$ cat src/rtl/tokenizer_pkg.sv
`default_nettype none
// ============================================================================
// Module   : tokenizer_pkg
// Brief    : Shared character/word types and constants for the tokenizer path
//            (word_packer feeding the vocabulary matcher).
// Revision : 1.0 - initial release
// ============================================================================
package tokenizer_pkg;

    localparam int              DATA_WIDTH  = 8;
    localparam int              WORD_LENGTH = 3;
    localparam logic [7:0]      DELIM_CHAR  = 8'h20;

    typedef logic [DATA_WIDTH-1:0]             char_t;
    typedef logic [WORD_LENGTH*DATA_WIDTH-1:0] word_t;

    typedef enum logic [0:0] {
        FILL = 1'b0,
        EMIT = 1'b1
    } packer_state_e;

endpackage
`default_nettype wire

$ cat src/rtl/word_packer.sv
`default_nettype none
// ============================================================================
// Module   : word_packer
// Brief    : Packs a byte-serial text stream into fixed-width MSB-first words,
//            splitting on a delimiter, on end-of-text and on word overflow.
//            One output word is buffered; in_ready drops while it is held.
// Revision : 1.0 - initial release
// ============================================================================
module word_packer #(
    parameter int                    WORD_LENGTH = tokenizer_pkg::WORD_LENGTH,
    parameter int                    DATA_WIDTH  = tokenizer_pkg::DATA_WIDTH,
    parameter logic [DATA_WIDTH-1:0] DELIM       = tokenizer_pkg::DELIM_CHAR
) (
    input  logic                              clk,
    input  logic                              rst_n,
    input  logic [DATA_WIDTH-1:0]             in_data,
    input  logic                              in_valid,
    input  logic                              in_last,
    output logic                              in_ready,
    output logic [WORD_LENGTH*DATA_WIDTH-1:0] word,
    output logic [$clog2(WORD_LENGTH+1)-1:0]  word_len,
    output logic                              word_full,
    output logic                              word_last,
    output logic                              word_valid,
    input  logic                              word_ready
);

    import tokenizer_pkg::*;

    localparam int CW = $clog2(WORD_LENGTH + 1);
    localparam int WW = WORD_LENGTH * DATA_WIDTH;

    packer_state_e   state_q, state_n;
    logic [WW-1:0]   buf_q,   buf_n;
    logic [CW-1:0]   count_q, count_n;
    logic            full_q,  full_n;
    logic            last_q,  last_n;

    logic            accept;
    logic            is_delim;
    logic [CW-1:0]   count_inc;
    logic [WW-1:0]   buf_written;

    assign in_ready   = (state_q == FILL);
    assign word_valid = (state_q == EMIT);
    assign word       = buf_q;
    assign word_len   = count_q;
    assign word_full  = full_q;
    assign word_last  = last_q;

    assign accept    = in_valid && (state_q == FILL);
    assign is_delim  = (in_data == DELIM);
    assign count_inc = count_q + CW'(1);

    // Buffer with the incoming character dropped into slot `count` (slot 0 = MSBs)
    always_comb begin
        buf_written = buf_q;
        for (int i = 0; i < WORD_LENGTH; i++) begin
            if (count_q == CW'(i)) begin
                buf_written[(WORD_LENGTH-i)*DATA_WIDTH-1 -: DATA_WIDTH] = in_data;
            end
        end
    end

    // Close decode and next-state: decides when a word is complete and how it is flagged
    always_comb begin
        state_n = state_q;
        buf_n   = buf_q;
        count_n = count_q;
        full_n  = full_q;
        last_n  = last_q;
        case (state_q)
            FILL: begin
                if (accept) begin
                    if (is_delim) begin
                        if (count_q != '0) begin
                            full_n  = 1'b0;
                            last_n  = in_last;
                            state_n = EMIT;
                        end else if (in_last) begin
                            // Text ended on a bare delimiter: emit an empty terminator word
                            buf_n   = '0;
                            full_n  = 1'b0;
                            last_n  = 1'b1;
                            state_n = EMIT;
                        end
                    end else begin
                        buf_n   = buf_written;
                        count_n = count_inc;
                        if (count_inc == CW'(WORD_LENGTH)) begin
                            full_n  = 1'b1;
                            last_n  = in_last;
                            state_n = EMIT;
                        end else if (in_last) begin
                            full_n  = 1'b0;
                            last_n  = 1'b1;
                            state_n = EMIT;
                        end
                    end
                end
            end
            EMIT: begin
                if (word_ready) begin
                    buf_n   = '0;
                    count_n = '0;
                    full_n  = 1'b0;
                    last_n  = 1'b0;
                    state_n = FILL;
                end
            end
            default: state_n = FILL;
        endcase
    end

    // State, word buffer and flags; async reset discards partial and held words
    always_ff @(posedge clk or negedge rst_n) begin
        if (!rst_n) begin
            state_q <= FILL;
            buf_q   <= '0;
            count_q <= '0;
            full_q  <= 1'b0;
            last_q  <= 1'b0;
        end else begin
            state_q <= state_n;
            buf_q   <= buf_n;
            count_q <= count_n;
            full_q  <= full_n;
            last_q  <= last_n;
        end
    end

endmodule
`default_nettype wire

$ cat config.mk
export PLATFORM = sky130hd
export DESIGN_NAME = word_packer
export DESIGN_NICKNAME = d
export VERILOG_FILES = /design/src/rtl/tokenizer_pkg.sv /design/src/rtl/word_packer.sv
export SDC_FILE = /design/constraint.sdc
export NUM_CORES = 1
export LEC_CHECK = 0
export ABC_AREA = 1
export ABC_CLOCK_PERIOD_IN_PS = 1400
export BUFFER_PORTS_ARGS = -buffer_cell sky130_fd_sc_hd__buf_2
export CORE_MARGIN = 2
export CORE_UTILIZATION = 38
export CTS_BUF_LIST = sky130_fd_sc_hd__clkbuf_4 sky130_fd_sc_hd__clkbuf_8 sky130_fd_sc_hd__clkbuf_16
export DETAILED_ROUTE_END_ITERATION = 12
export SYNTH_ARGS = -nofsm -noshare
export SYNTH_HDL_FRONTEND = slang
export SYNTH_SLANG_ARGS = --single-unit
$ cat constraint.sdc
create_clock -name clk -period 1.4 [get_ports clk]
set_input_delay 0.07 -clock clk [delete_from_list [all_inputs] [get_ports clk]]
set_output_delay 0.07 -clock clk [all_outputs]
set_load 0.05 [all_outputs]
After elaboration in Yosys (flattened, before gate mapping)
Index checks and enable logic that the tools add are counted.
Word-level totals
  bits in registers: 29
  output and inout bits: 30
  word-level logic and storage cells: 62
Cells by class
  add/subtract/negate cells: 1
  equal/unequal tests: 12
  muxes and demuxes: 33
  bitwise operators: 1
  reduce and logical (&&, ||, !) cells: 8
Operators by type and width (number)
  24-bit two-way mux: 5
  24-bit one-hot mux with 2 select lines: 1
  8-bit two-way mux: 3
  1-bit two-way mux: 17
  5-bit AND reduction: 3
  3-bit by 1-bit inequality test with 1-bit output (second input constant): 3
  8-bit by 6-bit == test with 1-bit output (second input constant): 1
  2-bit two-way mux: 3
  3-bit inequality test (second input constant): 2
  1-bit one-hot mux with 2 select lines: 3
  2-bit == test (second input constant): 2
  2-bit inequality test (second input constant): 2
  2-bit one-hot mux with 2 select lines: 1
  3-bit AND reduction: 1
  2-bit by 1-bit adder with 2-bit output (second input constant): 1
  2-bit by 1-bit == test with 1-bit output (second input constant): 1
  2-bit logical NOT: 1
  2-bit by 1-bit inequality test with 1-bit output (second input constant): 1
  2-bit AND reduction: 1
  2-bit nonzero test: 1
  1-bit logical AND: 1
  1-bit inverter: 1

Longest topological paths before layout
Gate-level depths: netlist of run 1.
  depth after elaboration: 6
  mapped depth: 9
  gate-level depth less buffers: 9

Worst setup path before layout of run 1
OpenSTA, ideal clock, no wires.
  kind: flip-flop to flip-flop
  from: register state_q, in the netlist word_valid
  to: register buf_q[16], in the netlist word[16]
  data arrival time: 1.669 ns
  path slack: -0.388 ns
  stages on the path, launching flop included: 9
  path buffers: 1
  period minus slack after synthesis: 1.788 ns
  cells stage by stage: dfrtp_1 inv_2 nor2_2 nor2_4 nand3_2 nand3_4 buf_6 nand3_1 nand2_1
Between the ends
  cells in the longest elaborated chain, start to end: 4
Ends and longest elaborated chain
  start, declared: RTL line word_packer.sv:33  | packer_state_e state_q, state_n;
  start signal, assigned: RTL line word_packer.sv:124  | state_q <= state_n;
  1-bit inverter (*)
  net in_ready: RTL line word_packer.sv:19  | output logic in_ready,
  1-bit logical AND: RTL line word_packer.sv:51  | assign accept = in_valid && (state_q == FILL);
  2-bit by 1-bit inequality test with 1-bit output (no line)
  5-bit AND reduction (no line)
  end signal, assigned: RTL line word_packer.sv:125  | buf_q <= buf_n;
  end, declared: RTL line word_packer.sv:34  | logic [WW-1:0] buf_q, buf_n;
Mark *: on every way through the listed nets, which the timed path passes. The rest lies on a longest branch.
A chain may end at the register's enable or synchronous reset.

Worst setup path after layout of run 1
  from: register state_q, in the netlist word_valid
  to: register buf_q[11], in the netlist word[11]
Between the ends
  cells in the longest elaborated chain, start to end: 4
Ends and longest elaborated chain (RTL line)
  1-bit inverter
  1-bit logical AND: word_packer.sv:51
  2-bit by 1-bit inequality test with 1-bit output (no line)
  5-bit AND reduction (no line)
Several ways; a longest one is shown, not always the timed one.

==> results.py, run 1 <==
metrics = {
    "floorplan": {
        "start_util": 0.394,
        "io-pin-count": 43,
        "chipWidth_um": 65.6,
        "fp-row-count": 22,
        "die_area_mm2": 0.00430,
        "die_y_um": 65.6,
        "core_area_mm2": 0.00366,
    },
    "timing": {
        "worst_slew_pin_slew_ns": 0.634,
        "period_share": 0.956,
        "fin_crit_ns": 1.34,
        "maxSlewViolCount": 0,
        "fin_skew_ns": 0.00404,
        "setup_violations": 0,
        "hold_viol": 0,
        "fmax_ghz": 0.747,
        "slew-limit-headroom": 0.577,
        "rsz0062_at_grt": "yes",
    },
    "cts": {
        "clk_pin_slew_ns": 0.06,
        "htree_num_levels": 2,
        "clock_sinks": 29,
        "clkLatencyLatePin_ns": 0.28,
        "cts_tree": "done",
        "clockBufferDepth": 2,
        "cts_root_buf": "clkbuf_8",
        "cts_buffers": 5,
    },
    "routing": {
        "route.top_layer_used": "met4",
        "antenna_left": 0,
        "via_per_inst": 4.74,
        "wl_um": 3460,
        "route.detailed.wl_per_inst_um": 11.8,
        "drtIter0Drc": 76,
        "vias": 1385,
        "dr_wl_met2_um": 1650,
        "met1Wirelength_um": 1550,
        "drc": 0,
        "wl_met3_um": 175,
        "dr.pass1.iters": 4,
    },
    "power": {
        "vdd_drop_max_uv": 1130,
        "comb_power_share": 0.586,
        "power.density_mw_per_mm2": 2740,
        "switchingPower_mw": 2.85,
        "power_frac_seq": 0.251,
        "p_clk_frac": 0.163,
        "intPower_mw": 2.73,
        "swShare": 0.511,
        "leakage_nw": 1.14,
    },
    "final_layout": {
        "postLayoutCellArea_mm2": 0.00204,
        "stdcell_count": 292,
        "n_antenna_cell": 0,
        "area_growth_pct": 41.5,
        "drive_above_1_share": 0.398,
        "nNetsFinal": 260,
        "fillers": 354,
    },
    "placed_design": {
        "numPortBuffers": 42,
        "place_area_mm2": 0.00181,
        "dp.cells": 277,
        "place.gp.congestion": 0.809,
        "hpwl_um": 2610,
    },
    "critical_path": {
        "cp-start-kind": "flop",
        "cpMostUsedCell": "nand2_1",
        "critPathTopFamily": "simple AND/OR/NAND/NOR gates",
        "arrival_ns": 1.51,
        "critPathCaptureType": "flop",
        "required_ns": 1.57,
        "path_class": "reg -> reg",
        "slowest_stage": "dfrtp_2",
        "slowest_delay_ns": 0.48,
        "cp_cell_sequence": "nand2_1 -> nand3_4 -> buf_4 -> nand3_1 -> nand2_1",
        "path_buf_inv": 1,
        "cp_max_fo": 6,
    },
    "yosys": {
        "yosysTopAreaCell": "dfrtp_1",
        "synth_cell_type_count": 16,
        "synthCells": 178,
        "synth_top_cell_area_share": 0.503,
        "synthTopCellsByArea": "dfrtp_1 (50%), nand2_1 (17%), nand3_1 (11%)",
        "ys_top_cells_by_count": "nand2_1 (65), nand3_1 (33), dfrtp_1 (29), nor2_1 (12), inv_2 (8)",
        "ys_seq_area_frac": 0.503,
        "synth.avg_cell_area_um2": 8.10,
        "synth_most_common_cell": "nand2_1",
        "yosys_warnings": 0,
        "async_reset_ff_frac": 1.00,
        "syn-num-nets": 195,
        "ys_ff_latch": 29,
        "synth-main-ff-cell": "dfrtp_1",
        "synth_edf_count": 0,
        "netlist_area_mm2": 0.00144,
    },
    "global_route": {
        "grt_pass1_wl_um": 5680,
        "grt_antenna_before_repair": 0,
        "grt_pass1_vias": 1278,
        "track_usage": 0.181,
        "overflow": 0,
        "grt_max_degree": 30,
    },
    "status": {
        "status": "finished clean",
    },
    "worst_hold_path": {
        "hold_path.class": "in -> reg",
    },
    "run": {
        "cap_viol_max_count": 0,
    },
}
[power by group through the flow]
stage                     sequential [mW]  combinational [mW]  clock [mW]
after floorplan                      2.60                1.10           0
after global placement               1.42                3.04           0
after detailed placement             1.42                3.05           0
after CTS                            1.41                3.09       0.925
after global routing                 1.45                3.54       0.972
final                                1.40                3.27       0.910
[worst register-to-register path: cells and delay by family (launching register included)]
| family | cells | cell delay, ns |
|---|---|---|
| buf+inv | 1 | 0.17 |
| flops | 1 | 0.48 |
| simple gates | 4 | 0.57 |
[layer usage]
metal  global-route usage  vias to the layer above
met2                0.297                       33
li1                     -                      698
met4                0.102                        0
met3               0.0428                        7
met1                0.217                      647
met5                    0                        -
[path summary, 6_finish.rpt]
kind / start / slack [ns] / endpoint / depth (start not counted)
min in group asynchronous: rst_n / 0.34 / word[2] / 2
hold reg to reg: word[15] / 0.46 / word[15] / 2
max in group asynchronous: rst_n / 0.61 / word_valid / 2
setup / recovery: word_valid / 0.06 / word[11] / 5
setup reg to reg: word_valid / 0.06 / word[11] / 5
hold / removal: word_ready / 0.10 / word_valid / 4
[what timing repair did]
action | in CTS | in global routing
buffers inserted | 2 | 3
endpoints found under the hold margin | 29 | 0
pin swaps | 0 | 2
cloned | 0 | 1
hold buffers | 1 | 0
endpoints found under the setup margin | 2 | 24
resized for setup | 0 | 10
[layout by cell type, fill, tap and decap left out, types with 2 or more instances in the layout]
cell type / netlist / routed
clkbuf_8: 0 / 6
buf_6: 3 / 2
nand2_4: 0 / 3
o21ai_1: 3 / 3
nand3_2: 1 / 3
nand2_1: 65 / 64
a21oi_1: 3 / 3
nor2_4: 1 / 3
nand3_4: 1 / 4
inv_1: 7 / 6
nand3_1: 33 / 29
inv_2: 8 / 8
buf_4: 0 / 15
buf_2: 0 / 42
ha_2: 0 / 3
nor2_1: 12 / 12
dfrtp_2: 0 / 3
nand3b_1: 2 / 2
dfrtp_1: 29 / 26
[cell families (layout without fill, tap and decap cells)]
group / Yosys count / after routing / share of synthesized area
buf+inv: 18 / 83 / 0.0625
flops: 29 / 29 / 0.503
compound gates: 6 / 6 / 0.0208
fa+ha+maj: 4 / 4 / 0.0347
simple gates: 121 / 122 / 0.378
[stage by stage]
step | util | power [mW] | setup TNS, ns | worst slack, ns | hold slack (ns)
floorplan | - | 3.70 | -1.72 | -0.0743 | -0.226
global placement | 0.495 | 4.46 | 0 | 0.0442 | 0.136
detailed placement | 0.495 | 4.47 | -0.000573 | -0.000573 | 0.130
CTS | 0.535 | 5.43 | 0 | 0.0195 | 0.0937
global route | 0.557 | 5.97 | -0.112 | -0.0210 | 0.152
finish | 0.557 | 5.58 | 0 | 0.0615 | 0.103
[area by class of cell]
type | instances | area [um2] | share of cell area
Multi-Input combinational cell | 132 | 713 | 0.350
Inverter | 15 | 61.3 | 0.0301
Tap cell | 48 | 60.1 | 0.0294
Clock buffer | 7 | 90.1 | 0.0442
Timing Repair Buffer | 60 | 355 | 0.174
Sequential cell | 29 | 729 | 0.358
Clock inverter | 1 | 30.0 | 0.0147
[sequential cells by signal, summed over array words and instances, names as in the netlist]
signal,count
word,24
word_full,1
word_last,1
word_len,2
word_valid,1
No activity file was read; power rests on OpenSTA's default activity.
==> inputs of run 2 (changes only) <==
--- a/config.mk
+++ b/config.mk
@@ -9,7 +9,7 @@
 export ABC_CLOCK_PERIOD_IN_PS = 1400
 export BUFFER_PORTS_ARGS = -buffer_cell sky130_fd_sc_hd__buf_2
 export CORE_MARGIN = 2
-export CORE_UTILIZATION = 38
+export CORE_UTILIZATION = 35
 export CTS_BUF_LIST = sky130_fd_sc_hd__clkbuf_4 sky130_fd_sc_hd__clkbuf_8 sky130_fd_sc_hd__clkbuf_16
 export DETAILED_ROUTE_END_ITERATION = 12
 export SYNTH_ARGS = -nofsm -noshare
==> run 2 against run 1 <==
  * The run now ends with negative setup slack left
  * Critical endpoint is now word[5]
  * Routed wire length is 11% higher
  * Combinational power rose by 9.8%
  * Largest cell class is now multi-input gates
  * Power up 6.1%
==> results.py, run 2 (same netlist as run 1, synthesis figures left out) <==
metrics = {
    "routing": {
        "dr.pass1.iters": 4,
        "drtIter0Drc": 91,
        "route.detailed.wl_per_inst_um": 12.9,
        "antenna_left": 0,
        "via_per_inst": 4.86,
        "vias": 1449,
        "wl_um": 3850,
        "wl_met3_um": 195,
        "met1Wirelength_um": 1760,
        "dr_wl_met2_um": 1830,
        "route.top_layer_used": "met4",
        "drc": 0,
    },
    "final_layout": {
        "post-route-util": 0.549,
        "nNetsFinal": 264,
        "postLayoutCellArea_mm2": 0.00218,
        "final_common_cell": "nand2_1",
        "stdcell_count": 298,
        "drive_above_1_share": 0.504,
        "n_antenna_cell": 0,
        "largest_register_ffs": 24,
        "final_cell_mix": "nand2_1 (54), buf_2 (42), dfrtp_1 (26)",
        "area_growth_pct": 51.1,
    },
    "global_route": {
        "grt_max_degree": 30,
        "grt_pass1_wl_um": 5630,
        "overflow": 0,
        "grt_antenna_before_repair": 0,
        "track_usage": 0.169,
        "grt_pass1_vias": 1263,
    },
    "critical_path": {
        "required_ns": 1.62,
        "reg2reg_to": "word[5]",
        "cp_cell_sequence": "buf_4 -> nor2_4 -> nand2_2 -> nand3_4 -> buf_6 -> nand3_2 -> nand2_2",
        "cp-endpoint": "word[5]",
        "critPathCaptureType": "flop",
        "slowest_delay_ns": 0.47,
        "cp-start-kind": "flop",
        "setup.worst_path.start": "word_valid",
        "arrival_ns": 1.65,
        "cp_max_fo": 8,
        "slowest_stage": "dfrtp_2",
        "path_class": "reg -> reg",
        "reg2reg_slack_ns": -0.03,
        "cpMostUsedCell": "nand2_2",
        "reg2reg_from": "word_valid",
        "rr_worst_depth": 7,
    },
    "floorplan": {
        "die_area_mm2": 0.00465,
        "core_area_mm2": 0.00397,
        "chipWidth_um": 68.2,
        "die_y_um": 68.2,
        "start_util": 0.363,
        "fp-row-count": 23,
        "io-pin-count": 43,
    },
    "timing": {
        "setup_ws_ns": -0.0275,
        "slew-limit-headroom": 0.694,
        "hold_viol": 0,
        "hold_slack_ns": 0.100,
        "period_share": 1.02,
        "fmax_ghz": 0.701,
        "rsz0062_at_grt": "yes",
        "maxSlewViolCount": 0,
        "fin_crit_ns": 1.43,
        "setup_violations": 20,
        "final.setup.tns_ns": -0.174,
        "fin_skew_ns": 0.00343,
        "worst_slew_pin_slew_ns": 0.457,
    },
    "cts": {
        "clkLatencyLatePin_ns": 0.28,
        "cts_root_buf": "clkbuf_8",
        "cts_buffers": 5,
        "clockBufferDepth": 2,
        "clk_pin_slew_ns": 0.06,
        "htree_num_levels": 2,
        "cts_tree": "done",
        "clock_sinks": 29,
    },
    "power": {
        "vdd_drop_max_uv": 1340,
        "power.density_mw_per_mm2": 2720,
        "finalPower_mw": 5.92,
        "leakage_nw": 1.17,
    },
    "placed_design": {
        "hpwl_um": 2640,
        "place.gp.congestion": 0.807,
        "numPortBuffers": 42,
        "pre_cts_ws_ns": 0.0464,
        "place_area_mm2": 0.00183,
        "dp.cells": 281,
    },
    "status": {
        "status": "complete, but fails checks",
        "violations": "negative setup slack",
    },
    "worst_hold_path": {
        "hold_path.class": "in -> reg",
    },
    "run": {
        "cap_viol_max_count": 0,
    },
}
## run 2: cell count changes in the layout (fill, tap and decap cells not counted), sizes merged
| cell | change |
|---|---|
| clkinv | +1 |
| inv | -1 |
| nand3 | -1 |
| buf | +4 |
| nand3b | +1 |
## run 2: what timing repair did
item,4_1_cts,5_1_grt
resized for setup,0,39
hold buffers,1,0
endpoints found under the setup margin,0,24
endpoints found under the hold margin,29,0
buffers inserted,0,7
## run 2: worst max-delay path, delay by kind of cell (launching register included)
family,cells,cell delay [ns]
flip-flops,1,0.47
buffers and inverters,2,0.33
AND/OR/NAND/NOR,5,0.57
## run 2: cell type report
class | count | area [um2]
fillers | 375 | 1790
multi-input cells | 132 | 808
flip-flops and latches | 29 | 729
repair buffers | 64 | 397
clock buffers | 7 | 90.1
well taps | 50 | 62.6
inverters | 15 | 61.3
clock inverters | 1 | 30.0
## run 2: how the worst min path moves through the flow
stage                     from          to  slack, ns  cells past startpoint
floorplan                rst_n     word[0]      -0.23                      0
global placement         rst_n    word[10]        0.1                      2
detailed placement       rst_n     word[9]        0.1                      2
CTS                    in_last  word_valid        0.1                      3
global route           in_last  word_valid       0.11                      3
finish              word_ready  word_valid       0.10                      4
## run 2: layer usage
| layer | track usage | up-vias |
|---|---|---|
| li1 | - | 710 |
| met1 | 0.226 | 691 |
| met2 | 0.251 | 41 |
| met3 | 0.0477 | 7 |
| met4 | 0.0775 | 0 |
| met5 | 0 | - |
## run 2: power breakdown
| group | total (mW) | internal [mW] | switching, mW |
|---|---|---|---|
| registers | 1.42 | 1.19 | 0.228 |
| logic | 3.59 | 1.07 | 2.52 |
| clock network | 0.902 | 0.598 | 0.304 |
==> inputs of run 3 (changes only) <==
--- a/config.mk
+++ b/config.mk
@@ -12,6 +12,7 @@
 export CORE_UTILIZATION = 35
 export CTS_BUF_LIST = sky130_fd_sc_hd__clkbuf_4 sky130_fd_sc_hd__clkbuf_8 sky130_fd_sc_hd__clkbuf_16
 export DETAILED_ROUTE_END_ITERATION = 12
+export SETUP_SLACK_MARGIN = 0.15
 export SYNTH_ARGS = -nofsm -noshare
 export SYNTH_HDL_FRONTEND = slang
 export SYNTH_SLANG_ARGS = --single-unit
==> run 3 against run 2 <==
  * The flow now finishes without violations
  * Global-route usage increased by 0.77 points
  * Critical path depth increased by 1
  * Clock-buffer cell count is the same
  * Worst setup slack better by 0.11 ns
  * Clock skew is 0.0018 ns higher
  * Clock power grew 1%
  * Non-clock buffer count down 5
  * Cell count down 1.7%
  * Largest power group unchanged
==> results.py, run 3 (same netlist as run 1, synthesis figures left out) <==
metrics = {
    "worst_hold_path": {
        "hp-start": "word_ready",
        "hold_path.class": "in -> reg",
    },
    "run": {
        "cap_viol_max_count": 0,
    },
    "timing": {
        "setup_violations": 0,
        "worst_slew_pin_slew_ns": 0.655,
        "maxSlewViolCount": 0,
        "fin_skew_ns": 0.00521,
        "fmax_ghz": 0.758,
        "slew-limit-headroom": 0.563,
        "period_share": 0.943,
        "hold_viol": 0,
        "rsz0062_at_grt": "yes",
        "fin_crit_ns": 1.32,
    },
    "routing": {
        "route.detailed.wl_per_inst_um": 12.2,
        "via_per_inst": 4.59,
        "vias": 1344,
        "dr.pass1.iters": 5,
        "wl_um": 3570,
        "drtIter0Drc": 84,
        "antenna_left": 0,
        "drc": 0,
    },
    "power": {
        "intPower_mw": 2.72,
        "swShare": 0.514,
        "power.density_mw_per_mm2": 2720,
        "comb_power_share": 0.585,
        "leakage_nw": 1.14,
        "power_frac_seq": 0.252,
        "finalPower_mw": 5.60,
        "p_clk_frac": 0.163,
        "vdd_drop_max_uv": 924,
        "switchingPower_mw": 2.88,
    },
    "critical_path": {
        "required_ns": 1.57,
        "reg2reg_from": "word_valid",
        "critPathCaptureType": "flop",
        "path_class": "reg -> reg",
        "arrival_ns": 1.49,
        "cp-start-kind": "flop",
        "cp_max_fo": 6,
        "setup.worst_path.start": "word_valid",
    },
    "cts": {
        "clk_pin_slew_ns": 0.06,
        "clockBufferDepth": 2,
        "cts_tree": "done",
        "htree_num_levels": 2,
        "clock_sinks": 29,
        "cts_root_buf": "clkbuf_8",
        "cts_buffers": 5,
        "clkLatencyLatePin_ns": 0.28,
    },
    "floorplan": {
        "chipWidth_um": 68.2,
        "core_area_mm2": 0.00397,
        "die_y_um": 68.2,
        "die_area_mm2": 0.00465,
        "io-pin-count": 43,
        "start_util": 0.363,
        "fp-row-count": 23,
    },
    "placed_design": {
        "hpwl_um": 2650,
        "place.gp.congestion": 0.807,
        "dp.cells": 282,
        "numPortBuffers": 42,
    },
    "final_layout": {
        "nNetsFinal": 259,
        "n_antenna_cell": 0,
        "stdcell_count": 293,
        "drive_above_1_share": 0.403,
        "largest_register_ffs": 24,
        "final_common_cell": "nand2_1",
        "area_growth_pct": 42.6,
        "post-route-util": 0.518,
        "final_cell_mix": "nand2_1 (62), buf_2 (41), nand3_1 (29)",
    },
    "global_route": {
        "track_usage": 0.176,
        "overflow": 0,
        "grt_max_degree": 30,
        "grt_pass1_wl_um": 5840,
        "grt_antenna_before_repair": 0,
        "grt_pass1_vias": 1290,
    },
    "status": {
        "status": "finished clean",
    },
}
## run 3: changes by cell type in the layout (fill, tap and decap cells not counted), sizes merged
cell	change
clkinv	-1
nand3	+1
inv	+1
nand3b	-1
buf	-5
## run 3: final timing paths
check / endpoint / depth (start not counted) / slack, ns
min reg2reg: word[16] / 2 / 0.47
max: word[21] / 8 / 0.08
min in group asynchronous: word[14] / 2 / 0.35
max reg2reg: word[21] / 8 / 0.08
max in group asynchronous: word_len[1] / 2 / 0.58
min: word_valid / 4 / 0.11
## run 3: cell type report
type | instances | area (um2)
Clock buffer | 7 | 90.1
Clock inverter | 1 | 30.0
Fill cell | 384 | 1920
Inverter | 15 | 63.8
Multi-Input combinational cell | 132 | 726
Sequential cell | 29 | 729
Tap cell | 50 | 62.6
Timing Repair Buffer | 59 | 354
## run 3: critical path, cell delays in order (launching register included)
cell     delay [ns]
dfrtp_2        0.49
inv_6          0.05
nor2_4         0.11
nor2_4         0.05
nand3_4        0.08
nand3_4        0.11
buf_4          0.18
nand3_1        0.07
nand2_1        0.06
## run 3: layer usage
metal	vias to the layer above	part of all wire	track usage
met1	593	0.48	0.232
met2	43	0.45	0.269
li1	702	-	-
met5	-	0	0
met3	6	0.055	0.0510
met4	0	0.016	0.0750
## run 3: stage by stage
step,hold WS (ns),setup WS (ns),TNS (ns),instance area [um2]
final,0.111,0.0805,0,2060
after global routing,0.112,-0.0235,-0.0721,2060
after CTS,0.110,0.0814,0,2050
after detailed placement,0.142,0.0360,0,1850
after global placement,0.140,0.0671,0,1850
after floorplan,-0.226,-0.0743,-1.72,1500
## run 3: power groups by stage
stage               Combinational [mW]  Clock, mW  Sequential (mW)
finish                            3.28      0.915             1.41
global route                      3.55      0.977             1.46
CTS                               3.28      0.935             1.41
detailed placement                3.11          0             1.42
global placement                  3.09          0             1.42
floorplan                         1.12          0             2.61
## run 3: timing repair
item / in CTS / in global routing
gates cloned: 1 / 0
buffers inserted: 1 / 0
pin swaps: 2 / 0
gates resized for setup: 11 / 2
hold buffers: 1 / 0
setup endpoints to repair: 25 / 25
endpoints found under the hold margin: 29 / 0
